[src/rtl/rgb_pkg.sv]
// Shared types and constants for the RGB PWM driver: the duty-triple bundle,
// the default period length and the active-low LED levels.
package rgb_pkg;

   localparam int PWM_INTERVAL_DEFAULT = 1200;
   localparam int CNT_W                = 16;
   localparam int REQ_W                = 32;

   localparam logic LED_ON  = 1'b0;
   localparam logic LED_OFF = 1'b1;

   typedef struct packed {
      logic [REQ_W-1:0] r;
      logic [REQ_W-1:0] g;
      logic [REQ_W-1:0] b;
   } rgb_duty_t;

endpackage

[src/rtl/pwm_channel.sv]
// One colour: saturates the requested duty, holds pending/active values and
// registers the active-low compare output against the shared counter.
module pwm_channel
   import rgb_pkg::*;
#(
   parameter int PWM_INTERVAL = PWM_INTERVAL_DEFAULT
) (
   input  logic             clk,
   input  logic             rst,
   input  logic [CNT_W-1:0] i_cnt,
   input  logic [REQ_W-1:0] i_duty,
   input  logic             i_load_pend,
   input  logic             i_load_act_pend,
   input  logic             i_load_act_direct,
   output logic             o_pin
);

   logic [CNT_W-1:0] r_pend;
   logic [CNT_W-1:0] r_act;
   logic [CNT_W-1:0] w_duty_sat;

   function automatic logic [CNT_W-1:0] sat_duty(input logic [REQ_W-1:0] d);
      if (d > REQ_W'(PWM_INTERVAL))
         return CNT_W'(PWM_INTERVAL);
      return d[CNT_W-1:0];
   endfunction

   assign w_duty_sat = sat_duty(i_duty);

   always_ff @(posedge clk or posedge rst) begin
      if (rst) begin
         r_pend <= '0;
         r_act  <= '0;
         o_pin  <= LED_OFF;
      end else begin
         if (i_load_pend)
            r_pend <= w_duty_sat;
         if (i_load_act_pend)
            r_act <= r_pend;
         else if (i_load_act_direct)
            r_act <= w_duty_sat;
         // Compare uses the counter value of this cycle; the pin shows it next cycle.
         o_pin <= (i_cnt < r_act) ? LED_ON : LED_OFF;
      end
   end

endmodule

[src/rtl/rgb_pwm_driver.sv]
// Three-channel PWM LED driver: shared period counter, single-entry pending
// buffer with ready/valid handshake, updates applied only at the period wrap.
module rgb_pwm_driver
   import rgb_pkg::*;
#(
   parameter int PWM_INTERVAL = PWM_INTERVAL_DEFAULT,
   parameter int DUTY_W       = 11
) (
   input  logic              clk,
   input  logic              rst,
   input  logic [DUTY_W-1:0] duty_r,
   input  logic [DUTY_W-1:0] duty_g,
   input  logic [DUTY_W-1:0] duty_b,
   input  logic              duty_valid,
   output logic              duty_ready,
   output logic              period_start,
   output logic              RGB_R,
   output logic              RGB_G,
   output logic              RGB_B
);

   localparam logic [CNT_W-1:0] CNT_LAST = CNT_W'(PWM_INTERVAL - 1);

   logic [CNT_W-1:0] r_cnt;
   logic             r_pending_full;
   logic             w_wrap;
   logic             w_xfer;
   logic             w_load_pend;
   logic             w_load_act_pend;
   logic             w_load_act_direct;
   rgb_duty_t        w_req;

   assign w_wrap            = (r_cnt == CNT_LAST);
   assign duty_ready        = ~r_pending_full;
   assign w_xfer            = duty_valid & ~r_pending_full;
   assign w_load_pend       = w_xfer & ~w_wrap;
   assign w_load_act_pend   = w_wrap & r_pending_full;
   // A transfer on the wrap cycle can only happen with pending empty, so it bypasses pending.
   assign w_load_act_direct = w_wrap & w_xfer;

   assign w_req = '{r: REQ_W'(duty_r), g: REQ_W'(duty_g), b: REQ_W'(duty_b)};

   always_ff @(posedge clk or posedge rst) begin
      if (rst) begin
         r_cnt          <= '0;
         r_pending_full <= 1'b0;
         period_start   <= 1'b0;
      end else begin
         r_cnt          <= w_wrap ? '0 : r_cnt + 1'b1;
         period_start   <= (r_cnt == '0);
         if (w_wrap)
            r_pending_full <= 1'b0;
         else if (w_xfer)
            r_pending_full <= 1'b1;
      end
   end

   pwm_channel #(.PWM_INTERVAL(PWM_INTERVAL)) u_ch_r (
      .clk               (clk),
      .rst               (rst),
      .i_cnt             (r_cnt),
      .i_duty            (w_req.r),
      .i_load_pend       (w_load_pend),
      .i_load_act_pend   (w_load_act_pend),
      .i_load_act_direct (w_load_act_direct),
      .o_pin             (RGB_R)
   );

   pwm_channel #(.PWM_INTERVAL(PWM_INTERVAL)) u_ch_g (
      .clk               (clk),
      .rst               (rst),
      .i_cnt             (r_cnt),
      .i_duty            (w_req.g),
      .i_load_pend       (w_load_pend),
      .i_load_act_pend   (w_load_act_pend),
      .i_load_act_direct (w_load_act_direct),
      .o_pin             (RGB_G)
   );

   pwm_channel #(.PWM_INTERVAL(PWM_INTERVAL)) u_ch_b (
      .clk               (clk),
      .rst               (rst),
      .i_cnt             (r_cnt),
      .i_duty            (w_req.b),
      .i_load_pend       (w_load_pend),
      .i_load_act_pend   (w_load_act_pend),
      .i_load_act_direct (w_load_act_direct),
      .o_pin             (RGB_B)
   );

endmodule

[config.mk]
export PLATFORM = sky130hd
export DESIGN_NAME = rgb_pwm_driver
export DESIGN_NICKNAME = d
export VERILOG_FILES = /design/src/rtl/rgb_pkg.sv /design/src/rtl/pwm_channel.sv /design/src/rtl/rgb_pwm_driver.sv
export SDC_FILE = /design/constraint.sdc
export NUM_CORES = 1
export LEC_CHECK = 0
export ABC_CLOCK_PERIOD_IN_PS = 3200
export BUFFER_PORTS_ARGS = -buffer_cell sky130_fd_sc_hd__buf_2
export CORE_ASPECT_RATIO = 1.2
export CORE_UTILIZATION = 60
export CTS_BUF_LIST = sky130_fd_sc_hd__clkbuf_8
export CTS_CLUSTER_DIAMETER = 30
export DETAILED_ROUTE_END_ITERATION = 12
export GPL_TIMING_DRIVEN = 0
export PLACE_DENSITY = 0.8
export SYNTH_ARGS = -nofsm -noshare
export SYNTH_HDL_FRONTEND = slang
export SYNTH_SLANG_ARGS = --single-unit
[constraint.sdc]
create_clock -name clk -period 3.2 [get_ports clk]
set_input_delay 0.48 -clock clk [delete_from_list [all_inputs] [get_ports clk]]
set_output_delay 0.48 -clock clk [all_outputs]
set_load 0.01 [all_outputs]
==> results of run 1 <==
-- area by class of cell --
| cell class | count | area, µm² |
|---|---|---|
| Buffer | 25 | 131 |
| Clock buffer | 10 | 138 |
| Clock inverter | 6 | 31.3 |
| Fill cell | 617 | 2430 |
| Inverter | 42 | 160 |
| Multi-Input combinational cell | 362 | 2300 |
| Sequential cell | 87 | 2180 |
| Tap cell | 92 | 115 |
| Timing Repair Buffer | 40 | 223 |
-- metal layers --
metal	routed length, µm	up-vias
met1	4670	1861
li1	-	1894
met3	520	26
met5	0	-
met4	260	0
met2	5380	133
-- sequential cells by signal, indices dropped and copies added, names as in the netlist --
name,cells
u_ch_g.r_act,11
u_ch_g.o_pin,1
u_ch_r.o_pin,1
u_ch_g.r_pend,11
u_ch_b.r_act,11
u_ch_b.o_pin,1
r_pending_full,1
r_cnt,16
u_ch_b.r_pend,11
u_ch_r.r_pend,11
period_start,1
u_ch_r.r_act,11
-- cell usage after synthesis, drive strengths merged (2+ instances only) --
master  instances  area [µm²]
nand3          16        80.1
o31ai           7        52.6
nand4           4        25.0
nor3b           3        22.5
a21oi          22         110
dfstp           3        78.8
a31oi           2        12.5
nor2b           3        18.8
and2            4        25.0
a32oi           4        35.0
o31a            2        17.5
xor2            7        61.3
a21o           10        75.1
inv            42         158
o211ai         11        82.6
xnor2           7        61.3
o21a            3        22.5
buf            12        81.3
nor2           31         119
mux2            8        97.6
a22o            6        52.6
clkbuf         13        50.0
nor4            5        37.5
and4            2        17.5
dfrtp          84        2100
o21ai          55         275
a211oi         12        90.1
ha             32         400
or3             3        18.8
and3            3        20.0
nand4b          3        26.3
nand2          81         304
nand2b          9        56.3
-- worst max path at each step --
stage	cells past startpoint	slack (ns)	to	start
after floorplan	1	0.47	period_start	rst
after global placement	2	-0.46	u_ch_g.r_pend[7]	rst
after detailed placement	7	1.04	u_ch_g.r_pend[7]	r_cnt[1]
after CTS	7	1.02	u_ch_g.r_pend[7]	r_cnt[1]
after global routing	7	0.92	u_ch_r.r_pend[5]	r_cnt[1]
final	7	1.04	u_ch_b.r_pend[2]	r_cnt[1]
-- kinds of logic (layout without fill, tap and decap cells) --
group	after synthesis	after routing
and+or+nand+nor	171	171
DFF	87	87
buffers and inverters	67	123
AOI/OAI and AO/OA	137	137
xor gates and xnor gates	14	14
adders and majority gates	32	32
muxes	8	8
-- metrics by stage --
stage	worst slack (ns)	std cells	TNS (ns)
after floorplan	0.475	516	0
after global placement	-0.459	647	-38.06
after detailed placement	1.04	648	0
after CTS	1.02	664	0
after global routing	0.921	664	0
final	1.04	664	0
-- power groups by stage --
| stage | sequential (W) | clock [W] | combinational (W) |
|---|---|---|---|
| final | 0.00117 | 0.000678 | 0.000185 |
| after global routing | 0.00118 | 0.000737 | 0.000213 |
| after CTS | 0.00117 | 0.000691 | 0.000186 |
| after detailed placement | 0.00119 | 0 | 0.000184 |
| after global placement | 0.00119 | 0 | 0.000173 |
| after floorplan | 0.00119 | 0 | 0.000115 |
-- worst max-delay path, cell delays in order, from the launching register on --
cell	delay, ns
dfrtp_1	0.54
ha_1	0.27
nand3_1	0.12
nor2_1	0.37
a21bo_2	0.20
buf_4	0.17
buf_2	0.24
o21ai_0	0.11
==> results.yml, run 1 <==
outcome:
  outcome: "finished, final reports clean"
sta:
  worst_clock_skew_ns: 0.0129
  period_minus_slack_ns: 2.16
  setup-violations-final: 0
  timing.final.hold_violations: 0
  slew_headroom_pct: 62.5
  worst_pin_slew_ns: 0.560
  layout_worst_path_cycle_share_pct: 67.3
  final_max_slew_viol_count: 0
  grt_setup_unrepaired: "false"
  clock.fmax_ghz: 0.464
  final.hold.worst_slack_ns: 0.0636
power_and_ir_drop:
  power.share.sequential_pct: 57.6
  post-layout-total-power_w: 0.00204
  internal_power_w: 0.00151
  switching_power_w: 0.000520
  leakage_nw: 2.60
  ir_worst_vdd_mv: 0.309
  switching_share_pct: 25.6
  combPwrFrac_pct: 9.1
  p_clk_share_pct: 33.3
  power-per-cell-area_nw_per_um2: 386
clock_network:
  h-tree-depth: 3
  clock_tree_from_tritoncts: "done"
  clock_sinks: 87
  postCtsResizedCells: 0
  cts-hold-fix-buffers: 0
  ctsLongestPathBuffers: 2
  cts_setup_buffers: 0
  cts.clk_slew.worst_paths_ns: 0.08
  root_buffer: "clkbuf_8"
  insertion_delay_ns: 0.36
  cts-buffers-inserted: 9
global_routing:
  maximum_number_of_pins_on_one_net_before_global_route_repair: 68
  met1_track_demand_over_resource_pct: 35.3
  grt_first_pass_wirelength_um: 18300
  grt_antenna_before_repair: 0
  layer_with_the_highest_usage_after_global_routing: "met2"
  globalRouteOverflowTotal: 0
  grt_use_met2_pct: 48.5
  grt_pass1_vias: 3827
  overall_routing_resource_usage_pct: 28.3
  use_met3_pct: 4.32
detailed_routing:
  drt_first_pass_iters: 4
  via_per_inst: 5.89
  wl_per_cell_um: 16.3
  antenna_left: 0
  vias: 3914
  detail_route.iter0.violations: 211
  remaining_routing_drc_violations: 0
  finalWirelength_um: 10800
critical_path:
  worstRegToRegCells: 7
  r2r_slack_ns: 1.04
  crit_fanout: 10
  cp_data_arrival_time_ns: 2.38
  required_ns: 3.43
  worstReg2RegStart: "r_cnt[1]"
  critical_path.reg2reg.endpoint: "u_ch_b.r_pend[2]"
  timing.critical_path.to_type: "register"
  crit_path_start_kind: "register"
  crit_type: "register to register"
place:
  placed_area_um2: 5110
  placement.io_buffers: 39
  detailedPlacementHpwl_um: 8210
  gp_routability_congestion: 0.897
yosys:
  ys_seq_elements: 87
  synth_top_family_by_area: "compound AO/OA/AOI/OAI gates"
  synth.area.mux_share_pct: 2.05
  postSynthAreaPerCell_um2: 9.24
  post_synth_instance_area_um2: 4770
  synth.net_count: 584
  synth_edf_count: 0
  synth_xor_area_share_pct: 2.57
  synth_compound_area_share_pct: 18.0
  share_of_synthesized_cell_area_in_and_or_nand_and_nor_gates_pct: 17.1
  postSynth.topFlopCell: "dfrtp_1"
  synthAdderAreaFrac_pct: 8.40
  synthesis.instances: 516
  synth-seq-area-share_pct: 45.7
  netlist-cell-type-count: 48
  async_reset_ff_share_pct: 100
  yosys_warnings: 0
finish:
  insertedDiodeCount: 0
  commonest_non_fill_non_tap_cell_in_the_layout: "dfrtp_1"
  layout.cells.most_common_list: "84 x dfrtp_1, 81 x nand2_1, 55 x o21ai_0"
  post-route-cell-area_um2: 5280
  finish.utilization_pct: 68.5
  area_growth_pct: 10.7
  drive_gt1_share_pct: 14.5
  fin_nets: 635
floorplanning:
  design.portCount: 41
  placementRows: 35
  die_w_um: 83.4
  fp.coreArea_um2: 7710
  chipHeight_um: 99.6
  design.die.area_um2: 8310
  initial_utilization_pct: 61.9
hold_path:
  min-delay-path-class: "input pin to asynchronous set/reset pin"
flow_run:
  drv_cap: 0
Power figures use the tool's default switching activity.
==> run 2: changes to the inputs <==
--- a/config.mk
+++ b/config.mk
@@ -5,7 +5,8 @@
 export SDC_FILE = /design/constraint.sdc
 export NUM_CORES = 1
 export LEC_CHECK = 0
-export ABC_CLOCK_PERIOD_IN_PS = 3200
+export ABC_AREA = 1
+export ABC_CLOCK_PERIOD_IN_PS = 2150
 export BUFFER_PORTS_ARGS = -buffer_cell sky130_fd_sc_hd__buf_2
 export CORE_ASPECT_RATIO = 1.2
 export CORE_UTILIZATION = 60
==> constraint.sdc (replaced) <==
create_clock -name clk -period 2.15 [get_ports clk]
set_input_delay 0.3225 -clock clk [delete_from_list [all_inputs] [get_ports clk]]
set_output_delay 0.3225 -clock clk [all_outputs]
set_load 0.01 [all_outputs]
==> results.yml, run 2 <==
outcome:
  outcome: "complete, but fails checks"
  failed_checks: "hold timing"
critical_path:
  crit_fanout: 10
  worstRegToRegCells: 7
  worstReg2RegStart: "r_cnt[1]"
  critical_path.startpoint: "r_pending_full"
  timing.critical_path.slowest_cell_delay_ns: 0.48
  timing.critical_path.cells: "inv_1, clkbuf_1, buf_2"
  r2r_slack_ns: 0.21
  cp_data_arrival_time_ns: 1.75
  timing.critical_path.to_type: "primary output"
  required_ns: 1.83
  crit_path_start_kind: "register"
  crit_type: "register to primary output"
  crit_slowest_cell: "dfrtp_1"
  crit_path_end: "duty_ready"
  critical_path.reg2reg.endpoint: "u_ch_b.r_pend[1]"
place:
  place_ws_ns: 0.159
  placement.io_buffers: 40
  detailedPlacementHpwl_um: 9030
  gp_routability_congestion: 0.866
clock_network:
  cts_setup_buffers: 0
  cts-buffers-inserted: 9
  postCtsResizedCells: 0
  h-tree-depth: 3
  ctsLongestPathBuffers: 2
  clock_sinks: 87
  clock_tree_from_tritoncts: "done"
  insertion_delay_ns: 0.38
  cts-hold-fix-buffers: 0
  cts.clk_slew.worst_paths_ns: 0.10
  root_buffer: "clkbuf_8"
sta:
  final.hold.worst_slack_ns: -0.00601
  worst_slack_ns: 0.0782
  final.setup.tns_ns: 0
  setup-violations-final: 0
  period_minus_slack_ns: 2.07
  worst_pin_slew_ns: 0.575
  grt_setup_unrepaired: "false"
  clock.fmax_ghz: 0.483
  slew_headroom_pct: 61.6
  worst_clock_skew_ns: 0.0155
  final_max_slew_viol_count: 0
  timing.final.hold_violations: 1
  layout_worst_path_cycle_share_pct: 96.4
global_routing:
  grt_pass1_vias: 4351
  globalRouteOverflowTotal: 0
  maximum_number_of_pins_on_one_net_before_global_route_repair: 43
  overall_routing_resource_usage_pct: 30.3
  grt_antenna_before_repair: 0
  grt_first_pass_wirelength_um: 20300
floorplanning:
  die_w_um: 86.3
  design.portCount: 41
  initial_utilization_pct: 62.4
  design.die.area_um2: 8900
  placementRows: 36
  fp.coreArea_um2: 8200
  chipHeight_um: 103
detailed_routing:
  via_per_inst: 5.13
  finalWirelength_um: 12100
  antenna_left: 0
  remaining_routing_drc_violations: 0
  topRoutingLayerUsed: "met4"
  drt_first_pass_iters: 4
  wl_per_cell_um: 13.6
  detail_route.iter0.violations: 198
  wl_met3_um: 728
  route.met2.wl_um: 5810
  vias: 4582
  wl_met1_um: 5040
power_and_ir_drop:
  combPwrFrac_pct: 7.7
  power.share.sequential_pct: 51.9
  leakage_nw: 3.18
  post-layout-total-power_w: 0.00330
  switching_power_w: 0.000797
  ir_worst_vdd_mv: 0.370
  switching_share_pct: 24.1
  p_clk_share_pct: 40.4
  power-per-cell-area_nw_per_um2: 574
  internal_power_w: 0.00250
finish:
  drive_gt1_share_pct: 10.8
  layout.cells.most_common_list: "263 x nand2_1, 110 x nor2_1, 91 x inv_1"
  area_growth_pct: 12.3
  commonest_non_fill_non_tap_cell_in_the_layout: "nand2_1"
  insertedDiodeCount: 0
  fill_cell_count: 708
  largest-register: "r_cnt"
  fin_nets: 842
  largest_register_ffs: 16
  finish.utilization_pct: 70.1
yosys:
  synthesis.instances: 721
  synth.net_count: 789
  synth_common_cells: "263 x nand2_1, 110 x nor2_1, 91 x inv_1"
  yosysTopAreaCellShare_pct: 41.1
  netlist-cell-type-count: 25
  yosysMostFrequentCell: "nand2_1"
  post_synth_instance_area_um2: 5120
  ys_seq_elements: 87
  synth_area_leader_cell: "dfrtp_1"
  synth-seq-area-share_pct: 42.6
  async_reset_ff_share_pct: 100
  postSynth.topFlopCell: "dfrtp_1"
  yosys_warnings: 0
  postSynthAreaPerCell_um2: 7.10
  synth_edf_count: 0
  synth.area.top_cells: "dfrtp_1 41%, nand2_1 19%, nor2_1 8.1%, ha_1 7.8%, inv_1 6.7%"
hold_path:
  min-delay-path-class: "input pin to asynchronous set/reset pin"
flow_run:
  drv_cap: 0
## run 2: logic make-up (layout without fill, tap and decap cells)
group / count (synthesis) / after routing / synth area share (%)
AND/OR/NAND/NOR: 415 / 415 / 32.3
buffers and inverters: 111 / 169 / 9.14
flip-flops: 87 / 87 / 42.6
AO/OA/AOI/OAI: 70 / 70 / 7.04
adder cells (fa/ha/maj): 32 / 32 / 7.82
XOR/XNOR: 6 / 6 / 1.03
## run 2: worst min-delay path by stage
| stage | depth (start not counted) | to | slack (ns) |
|---|---|---|---|
| after detailed placement | 2 | u_ch_b.r_act[6] | 0.41 |
| after global routing | 2 | u_ch_b.r_act[6] | 0.04 |
| after CTS | 2 | u_ch_b.r_act[6] | 0.0007 |
| final | 2 | u_ch_b.r_act[6] | -0.006 |
| after global placement | 2 | u_ch_b.r_act[1] | 0.46 |
| after floorplan | 2 | u_ch_g.r_pend[8] | 0.43 |
## run 2: stage by stage
step | cell area [µm²] | instances
finish | 5750 | 893
detailed placement | 5510 | 877
global placement | 5460 | 875
floorplan | 5120 | 721
CTS | 5740 | 893
global route | 5750 | 893
## run 2: worst max-delay path, delay by kind of cell (launching register included)
kind / cells / cell delay (ns)
buffers and inverters: 3 / 0.90
flip-flops: 1 / 0.48
## run 2: layout make-up
type / instances / area [µm²] / area share, %
Inverter: 91 / 345 / 6.01
Sequential cell: 87 / 2180 / 38.0
Clock buffer: 11 / 151 / 2.64
Buffer: 20 / 126 / 2.20
Clock inverter: 5 / 81.3 / 1.42
Tap cell: 114 / 143 / 2.48
Timing Repair Buffer: 42 / 248 / 4.31
Multi-Input combinational cell: 523 / 2470 / 43.0
## run 2: power by group through the flow
stage | registers [W] | logic (W) | clock network [W]
floorplan | 0.00174 | 0.000161 | 0
global placement | 0.00174 | 0.000234 | 0
detailed placement | 0.00174 | 0.000252 | 0
CTS | 0.00171 | 0.000254 | 0.00134
global route | 0.00172 | 0.000293 | 0.00141
finish | 0.00171 | 0.000253 | 0.00133
## run 2: layer usage
layer / vias to the layer above / GRT usage, %
met4: 0 / 19.0
met5: - / 0
met3: 33 / 5.52
met1: 2091 / 37.7
li1: 2325 / -
met2: 133 / 49.3
==> run 3: changes to the inputs <==
--- a/config.mk
+++ b/config.mk
@@ -6,7 +6,7 @@
 export NUM_CORES = 1
 export LEC_CHECK = 0
 export ABC_AREA = 1
-export ABC_CLOCK_PERIOD_IN_PS = 2150
+export ABC_CLOCK_PERIOD_IN_PS = 2600
 export BUFFER_PORTS_ARGS = -buffer_cell sky130_fd_sc_hd__buf_2
 export CORE_ASPECT_RATIO = 1.2
 export CORE_UTILIZATION = 60
==> constraint.sdc (replaced) <==
create_clock -name clk -period 2.6 [get_ports clk]
set_input_delay 0.39 -clock clk [delete_from_list [all_inputs] [get_ports clk]]
set_output_delay 0.39 -clock clk [all_outputs]
set_load 0.01 [all_outputs]
==> results.yml, run 3 (synthesis results as in run 2) <==
detailed_routing:
  detail_route.iter0.violations: 201
  remaining_routing_drc_violations: 0
  wl_per_cell_um: 13.6
  via_per_inst: 5.14
  finalWirelength_um: 12100
  vias: 4591
  drt_first_pass_iters: 5
  antenna_left: 0
power_and_ir_drop:
  post-layout-total-power_w: 0.00273
  leakage_nw: 3.18
  power-per-cell-area_nw_per_um2: 475
  ir_worst_vdd_mv: 0.306
clock_network:
  clock_tree_from_tritoncts: "done"
  postCtsResizedCells: 0
  cts-hold-fix-buffers: 0
  clock_sinks: 87
  cts-buffers-inserted: 9
  cts.clk_slew.worst_paths_ns: 0.10
  h-tree-depth: 3
  insertion_delay_ns: 0.38
  cts_setup_buffers: 0
  root_buffer: "clkbuf_8"
  ctsLongestPathBuffers: 2
finish:
  commonest_non_fill_non_tap_cell_in_the_layout: "nand2_1"
  largest-register: "r_cnt"
  insertedDiodeCount: 0
  drive_gt1_share_pct: 10.7
  finish.utilization_pct: 70.1
  area_growth_pct: 12.2
  fin_nets: 842
  largest_register_ffs: 16
  layout.cells.most_common_list: "263 x nand2_1, 110 x nor2_1, 91 x inv_1"
critical_path:
  crit_path_start_kind: "register"
  crit_type: "register to primary output"
  required_ns: 2.21
  worstRegToRegCells: 7
  cp_data_arrival_time_ns: 1.75
  crit_fanout: 10
  timing.critical_path.to_type: "primary output"
sta:
  grt_setup_unrepaired: "false"
  worst_clock_skew_ns: 0.0161
  worst_pin_slew_ns: 0.574
  slew_headroom_pct: 61.6
  period_minus_slack_ns: 2.14
  timing.final.hold_violations: 0
  final_max_slew_viol_count: 0
  layout_worst_path_cycle_share_pct: 82.2
  final.setup.tns_ns: 0
  clock.fmax_ghz: 0.468
  setup-violations-final: 0
floorplanning:
  placementRows: 36
  fp.coreArea_um2: 8200
  chipHeight_um: 103
  design.portCount: 41
  die_w_um: 86.3
  initial_utilization_pct: 62.4
  design.die.area_um2: 8900
outcome:
  outcome: "finished, final reports clean"
global_routing:
  grt_first_pass_wirelength_um: 20300
  grt_pass1_vias: 4351
  overall_routing_resource_usage_pct: 30.3
  maximum_number_of_pins_on_one_net_before_global_route_repair: 43
  grt_antenna_before_repair: 0
  globalRouteOverflowTotal: 0
place:
  detailedPlacementHpwl_um: 9030
  gp_routability_congestion: 0.866
  placement.io_buffers: 40
hold_path:
  min-delay-path-class: "input pin to asynchronous set/reset pin"
flow_run:
  drv_cap: 0
[run 3: cell count changes in the layout (fill, tap and decap cells not counted)]
cell,before,now
dfrtp_2,1,0
dfrtp_1,83,84
[run 3: worst paths after layout]
kind	startpoint	to	slack, ns
worst min register to register	u_ch_b.r_act[2]	u_ch_b.r_act[2]	0.49
min in group clk	duty_r[2]	u_ch_r.r_pend[2]	0.28
max in group asynchronous	rst	u_ch_g.r_pend[3]	1.94
worst min-delay path	rst	u_ch_b.r_act[6]	0.06
worst max register to register	r_cnt[1]	u_ch_b.r_pend[1]	0.57
worst max-delay path	r_pending_full	duty_ready	0.46
[run 3: power by group]
| group | switching, W | total [W] | internal (W) |
|---|---|---|---|
| registers | 0.0000230 | 0.00142 | 0.00139 |
| logic | 0.000127 | 0.000209 | 0.0000817 |
| clock network | 0.000507 | 0.00110 | 0.000594 |
| total | 0.000658 | 0.00273 | 0.00207 |
[run 3: routing by layer]
layer | GRT usage, % | share of wire (%)
met4 | 19.0 | 4.4
met1 | 37.7 | 41
met3 | 5.52 | 6.2
met5 | 0 | 0
met2 | 49.3 | 48
[run 3: final cells by class]
| class | instances | area (µm²) |
|---|---|---|
| Multi-Input combinational cell | 523 | 2470 |
| Fill cell | 708 | 2450 |
| Sequential cell | 87 | 2180 |
| Inverter | 91 | 345 |
| Timing Repair Buffer | 42 | 248 |
| Clock buffer | 11 | 151 |
| Tap cell | 114 | 143 |
| Buffer | 20 | 126 |
| Clock inverter | 5 | 81.3 |
[run 3: metrics by stage]
| step | hold slack (ns) | cells | instance area (µm²) | setup WS (ns) |
|---|---|---|---|---|
| after global placement | 0.462 | 875 | 5460 | 0.606 |
| after detailed placement | 0.466 | 877 | 5510 | 0.609 |
| after floorplan | 0.449 | 721 | 5120 | 1.06 |
| final | 0.0618 | 893 | 5740 | 0.462 |
| after global routing | 0.103 | 893 | 5740 | 0.412 |
| after CTS | 0.0682 | 893 | 5740 | 0.489 |
[run 3: critical path, stage by stage, from the launching register on]
cell and delay (ns):
dfrtp_1 0.47, inv_1 0.21, clkbuf_1 0.45, buf_2 0.24
